## src/rtl/cmp_arb_pkg.sv

```systemverilog
// Shared types for the comparator arbiter: FSM states, the result flag bundle
// and the reset value of the round-robin pointer.
package cmp_arb_pkg;

  typedef enum logic [1:0] {
    IDLE = 2'd0,
    CMP  = 2'd1,
    ACK  = 2'd2
  } state_t;

  typedef struct packed {
    logic gt;
    logic eq;
    logic lt;
  } flags_t;

  // Pointer starts at the last requester so requester 0 wins first after reset
  function automatic int lastIdReset(input int nreq);
    return nreq - 1;
  endfunction

endpackage

```

## src/rtl/cmp_arbiter_magnitude_cmp.sv

```systemverilog
// Purely combinational W-bit magnitude comparator producing one-hot gt/eq/lt.
// Defining CMP_ARB_SIGNED_EN compares the operands as two's complement.
module magnitude_cmp
  import cmp_arb_pkg::*;
#(
  parameter int W = 4
) (
  input  logic [W-1:0] i_a,
  input  logic [W-1:0] i_b,
  output flags_t       o_flags
);

  always_comb begin
    o_flags = '0;
`ifdef CMP_ARB_SIGNED_EN
    if ($signed(i_a) > $signed(i_b))
      o_flags.gt = 1'b1;
    else if (i_a == i_b)
      o_flags.eq = 1'b1;
    else
      o_flags.lt = 1'b1;
`else
    if (i_a > i_b)
      o_flags.gt = 1'b1;
    else if (i_a == i_b)
      o_flags.eq = 1'b1;
    else
      o_flags.lt = 1'b1;
`endif
  end

endmodule

```

## src/rtl/cmp_arbiter.sv

```systemverilog
// Round-robin arbiter sharing one magnitude comparator among NREQ requesters:
// grant in IDLE, compare in CMP, one-cycle ack in ACK. Signedness via CMP_ARB_SIGNED_EN.
module cmp_arbiter
  import cmp_arb_pkg::*;
#(
  parameter int NREQ = 4,
  parameter int W    = 4
) (
  input  logic                     clk,
  input  logic                     rst_n,
  input  logic [NREQ-1:0]          req,
  input  logic [NREQ*W-1:0]        a_in,
  input  logic [NREQ*W-1:0]        b_in,
  output logic [NREQ-1:0]          ack,
  output logic                     a_g_b,
  output logic                     a_e_b,
  output logic                     a_l_b,
  output logic [$clog2(NREQ)-1:0]  resp_id,
  output logic                     busy,
  output logic [7:0]               done_cnt
);

  localparam int IDW = $clog2(NREQ);
  localparam logic [IDW-1:0] LAST_ID_RST = IDW'(lastIdReset(NREQ));

  state_t         r_state;
  state_t         w_nextState;
  logic [W-1:0]   r_opA;
  logic [W-1:0]   r_opB;
  logic [IDW-1:0] r_respId;
  logic [IDW-1:0] r_lastId;
  logic [IDW-1:0] w_winner;
  logic [W-1:0]   w_selA;
  logic [W-1:0]   w_selB;
  flags_t         r_flags;
  flags_t         w_cmpFlags;
  flags_t         w_outFlags;
  logic [7:0]     r_doneCnt;
  logic           w_anyReq;

  // Scan from farthest to nearest after last, so the nearest requester wins
  function automatic logic [IDW-1:0] rrPick(input logic [NREQ-1:0] reqs,
                                            input logic [IDW-1:0]  last);
    logic [IDW-1:0] pick;
    int             idx;
    pick = last;
    for (int k = NREQ; k >= 1; k--) begin
      idx = (int'(last) + k) % NREQ;
      if (reqs[idx])
        pick = IDW'(idx);
    end
    return pick;
  endfunction

  assign w_anyReq = |req;
  assign w_winner = rrPick(req, r_lastId);

  always_comb begin
    w_selA = '0;
    w_selB = '0;
    for (int i = 0; i < NREQ; i++) begin
      if (w_winner == IDW'(i)) begin
        w_selA = a_in[i*W +: W];
        w_selB = b_in[i*W +: W];
      end
    end
  end

  magnitude_cmp #(.W(W)) u_cmp (
    .i_a     (r_opA),
    .i_b     (r_opB),
    .o_flags (w_cmpFlags)
  );

  always_ff @(posedge clk) begin
    if (!rst_n)
      r_state <= IDLE;
    else
      r_state <= w_nextState;
  end

  always_comb begin
    w_nextState = r_state;
    ack         = '0;
    w_outFlags  = '0;
    case (r_state)
      IDLE: if (w_anyReq) w_nextState = CMP;
      CMP:  w_nextState = ACK;
      ACK: begin
        w_nextState   = IDLE;
        ack[r_respId] = 1'b1;
        w_outFlags    = r_flags;
      end
      default: w_nextState = IDLE;
    endcase
  end

  // Operand capture happens only on the grant cycle; later operand changes are ignored
  always_ff @(posedge clk) begin
    if (!rst_n) begin
      r_opA     <= '0;
      r_opB     <= '0;
      r_respId  <= '0;
      r_lastId  <= LAST_ID_RST;
      r_flags   <= '0;
      r_doneCnt <= '0;
    end else begin
      case (r_state)
        IDLE: begin
          if (w_anyReq) begin
            r_opA    <= w_selA;
            r_opB    <= w_selB;
            r_respId <= w_winner;
          end
        end
        CMP: r_flags <= w_cmpFlags;
        ACK: begin
          r_lastId  <= r_respId;
          r_doneCnt <= r_doneCnt + 8'd1;
        end
        default: ;
      endcase
    end
  end

  assign a_g_b    = w_outFlags.gt;
  assign a_e_b    = w_outFlags.eq;
  assign a_l_b    = w_outFlags.lt;
  assign resp_id  = r_respId;
  assign busy     = (r_state != IDLE);
  assign done_cnt = r_doneCnt;

endmodule

```

## config.mk

```make
export PLATFORM = sky130hd
export DESIGN_NAME = cmp_arbiter
export DESIGN_NICKNAME = d
export VERILOG_FILES = /design/src/rtl/cmp_arb_pkg.sv /design/src/rtl/cmp_arbiter_magnitude_cmp.sv /design/src/rtl/cmp_arbiter.sv
export SDC_FILE = /design/constraint.sdc
export NUM_CORES = 1
export LEC_CHECK = 0
export CORE_ASPECT_RATIO = 0.8
export CORE_UTILIZATION = 47
export CTS_CLUSTER_DIAMETER = 50
export DETAILED_ROUTE_END_ITERATION = 8
export GPL_ROUTABILITY_DRIVEN = 0
export GPL_TIMING_DRIVEN = 0
export PLACE_DENSITY = 0.93
export SKIP_LAST_GASP = 1
export SYNTH_ARGS = -nofsm -noshare
export SYNTH_HDL_FRONTEND = slang
export SYNTH_SLANG_ARGS = --single-unit
```

## constraint.sdc

```tcl
create_clock -name clk -period 2.8 [get_ports clk]
set_clock_uncertainty 0.05 [all_clocks]
set_input_delay 0.56 -clock clk [delete_from_list [all_inputs] [get_ports clk]]
set_output_delay 0.56 -clock clk [all_outputs]
set_load 0.05 [all_outputs]
```

==> impl_metrics.toml <==
[status]
status = "completed"

[grt]
grt_pass1_wl_um = 5590
antenna_found_initial = 0
grt_max_degree = 14
grt_overflow_total = 0
grt_usage = 0.220
first_global_vias = 1244

[clocking]
cts-hold-fix-buffers = 0
cts_made_buffers = 3
cts_root_buf = "clkbuf_8"
cts.sinks = 25
cts_setup_buffers = 0
clockBufferDepth = 2
cts-htree-levels = 1
path_clk_slew_ps = 80
postCtsResizedCells = 0
clock_latency_ps = 270
cts_tree = "done"

[yosys]
syn_nets = 214
ys_async_sr_fraction = 0
synth_top_cell_area_share = 0.331
synth_most_common_cell = "dfxtp_1"
synthCells = 171
synth-seq-area-share = 0.331
synth_edf_count = 0
syn-cell-area_um2 = 1510
synthTopCellsByCount = "25 x dfxtp_1, 15 x nand2_1, 13 x o21ai_0"
synthFlopType = "dfxtp_1"
synthTopCellsByArea = "dfxtp_1 33%, mux2i_1 4.6%, o21ai_0 4.3%, and2_1 4.1%, ha_1 4.1%"
yosys_warnings = 0
ys_ff_latch = 25
syn-mean-instance-area_um2 = 8.83
yosysUniqueCellTypes = 45
synth_area_leader_cell = "dfxtp_1"

[critical_path]
end_kind = "primary output"
worstReg2RegEnd = "r_opA[2]"
path_cells = "nor2b_1 > buf_4 > nand2_1 > nor2_1 > clkdlybuf4s50_1"
cp-start-kind = "flip-flop"
crit_type = "reg -> out"
crit_required_ps = 2190
crit_arrival_ps = 1950
cpPeakStageDelay_ps = 820
r2r_start = "r_lastId[0]"
cp_num_buf_inv = 2
crit_family = "buffers and inverters"
r2r_cells = 6
cp_max_fo = 10
worst-r2r-setup-slack_ps = 1050
cp_slowest_cell = "clkdlybuf4s50_1"
worst-path-stages = 5

[timing]
relSlewSlack = 0.660
max_freq_mhz = 391
finalSetupViolCount = 0
post-route-min-period_ps = 2560
hold_viol_final = 0
min_period_over_period = 0.914
finalWorstSetupSlack_ps = 241
rsz0062_at_grt = "false"
drv_slew = 0
worst_pin_slew_ps = 508
tns_ps = 0

[layout]
final_area_um2 = 2160
fin_cells = 270
fin_nets = 274
area_delta_synth_final_pct = 42.8
multi_input_area_um2 = 925
fillers = 251
seqCellArea_um2 = 500
n_antenna_cell = 0
drive_gt1_frac = 0.104

[floorplan]
dieArea_um2 = 3450
chipHeight_um = 52.7
core_area_um2 = 3060
die_x_um = 65.4
ios = 56
start_util = 0.493
rows = 18

[place]
place_hpwl_um = 2630
port_buffers = 55
placedCellCount = 266
dp_slack_ps = 425
placed_area_um2 = 2110

[drt]
wire_per_inst_um = 13.0
drt_first_pass_iters = 4
ant_nets = 0
drt_iter0_markers = 110
routed_via_density = 5.50
drc = 0
dr_total_vias = 1484
routed_wl_um = 3510

[hold_path]
min-delay-start = "r_flags[2]"
hold_path_end = "r_flags[2]"
hold_depth = 2
min_path_type = "reg -> reg"

[pwr]
swShare = 0.319
clkPwrFrac = 0.221
power_density_nw_per_um2 = 449
p_int_mw = 0.659
combPwrFrac = 0.342
p_leak_nw = 0.871
p_sw_mw = 0.309
ir_worst_vdd_mv = 0.432
p_seq_frac = 0.437

[run]
max-cap-violations = 0
through the flow:
stage	utilization	total power [mW]	hold slack (ps)
after global routing	0.704	1.02	443
final	0.704	0.968	433
after detailed placement	0.689	0.759	417
after global placement	0.689	0.749	410
after floorplan	-	0.639	392
after CTS	0.704	0.975	429
logic make-up after synthesis:
kind of cell,synth area share
AO/OA/AOI/OAI,0.259
XOR/XNOR,0.0290
adder cells (fa/ha/maj),0.0414
buffers and inverters,0.0563
flip-flops,0.331
multiplexers,0.0563
AND/OR/NAND/NOR,0.226
area by class of cell:
type,count,share of cell area
Tap cell,40,0.0232
Sequential cell,25,0.232
Inverter,9,0.0157
Timing Repair Buffer,55,0.255
Multi-Input combinational cell,129,0.429
Buffer,8,0.0238
Clock buffer,4,0.0209
power groups by stage:
stage	Combinational (mW)	Clock, mW	Sequential [mW]
5_1_grt	0.360	0.236	0.427
2_1_floorplan	0.201	0	0.438
3_3_place_gp	0.321	0	0.429
6_report	0.331	0.214	0.423
3_5_place_dp	0.329	0	0.430
4_1_cts	0.331	0.222	0.422
how the worst max path moves through the flow:
| stage | startpoint | end | slack (ps) |
|---|---|---|---|
| 4_1_cts | r_state[1] | ack[1] | 220 |
| 2_1_floorplan | resp_id[1] | ack[2] | 270 |
| 6_report | r_state[1] | ack[1] | 240 |
| 5_1_grt | r_state[0] | ack[2] | 120 |
| 3_5_place_dp | req[2] | r_opA[2] | 430 |
| 3_3_place_gp | req[2] | r_opA[2] | 420 |
layout by cell type, fill, tap and decap left out, types with 2 or more instances in the layout:
cell type	count
o211ai_1	7
nand3_1	2
nor3b_1	2
a21oi_2	3
buf_2	2
nor3_1	2
clkdlybuf4s50_1	55
xnor2_1	5
o21ai_0	13
nand2b_2	2
nor2b_1	3
and2_1	10
nor2_1	5
o22ai_1	8
a21boi_0	3
clkbuf_1	4
mux2i_1	7
and3_1	4
or3_1	2
nand2_1	15
inv_1	9
a221oi_1	7
ha_1	5
dfxtp_1	25
clkbuf_8	3
buf_6	2
nand4_1	2
nand2b_1	4
worst reg2reg max path, cell delays in order, from the launching register on:
cell and delay, ps:
dfxtp_1 430, nand2b_2 190, o21ai_2 60, a211oi_2 240
buf_6 200, mux2_4 310, o22a_1 170
state kept, by name, indices dropped and copies added, names as in the netlist:
register / flops
r_state: 2
done_cnt: 8
resp_id: 2
r_opB: 4
r_flags: 3
r_lastId: 2
r_opA: 4
routing by layer:
layer | vias up | part of all wire | track usage
li1 | 751 | - | -
met1 | 665 | 0.47 | 0.284
met2 | 63 | 0.45 | 0.349
met3 | 5 | 0.069 | 0.0543
met4 | 0 | 0.012 | 0.0906
met5 | - | 0 | 0
No activity file was read; power rests on OpenSTA's default activity.
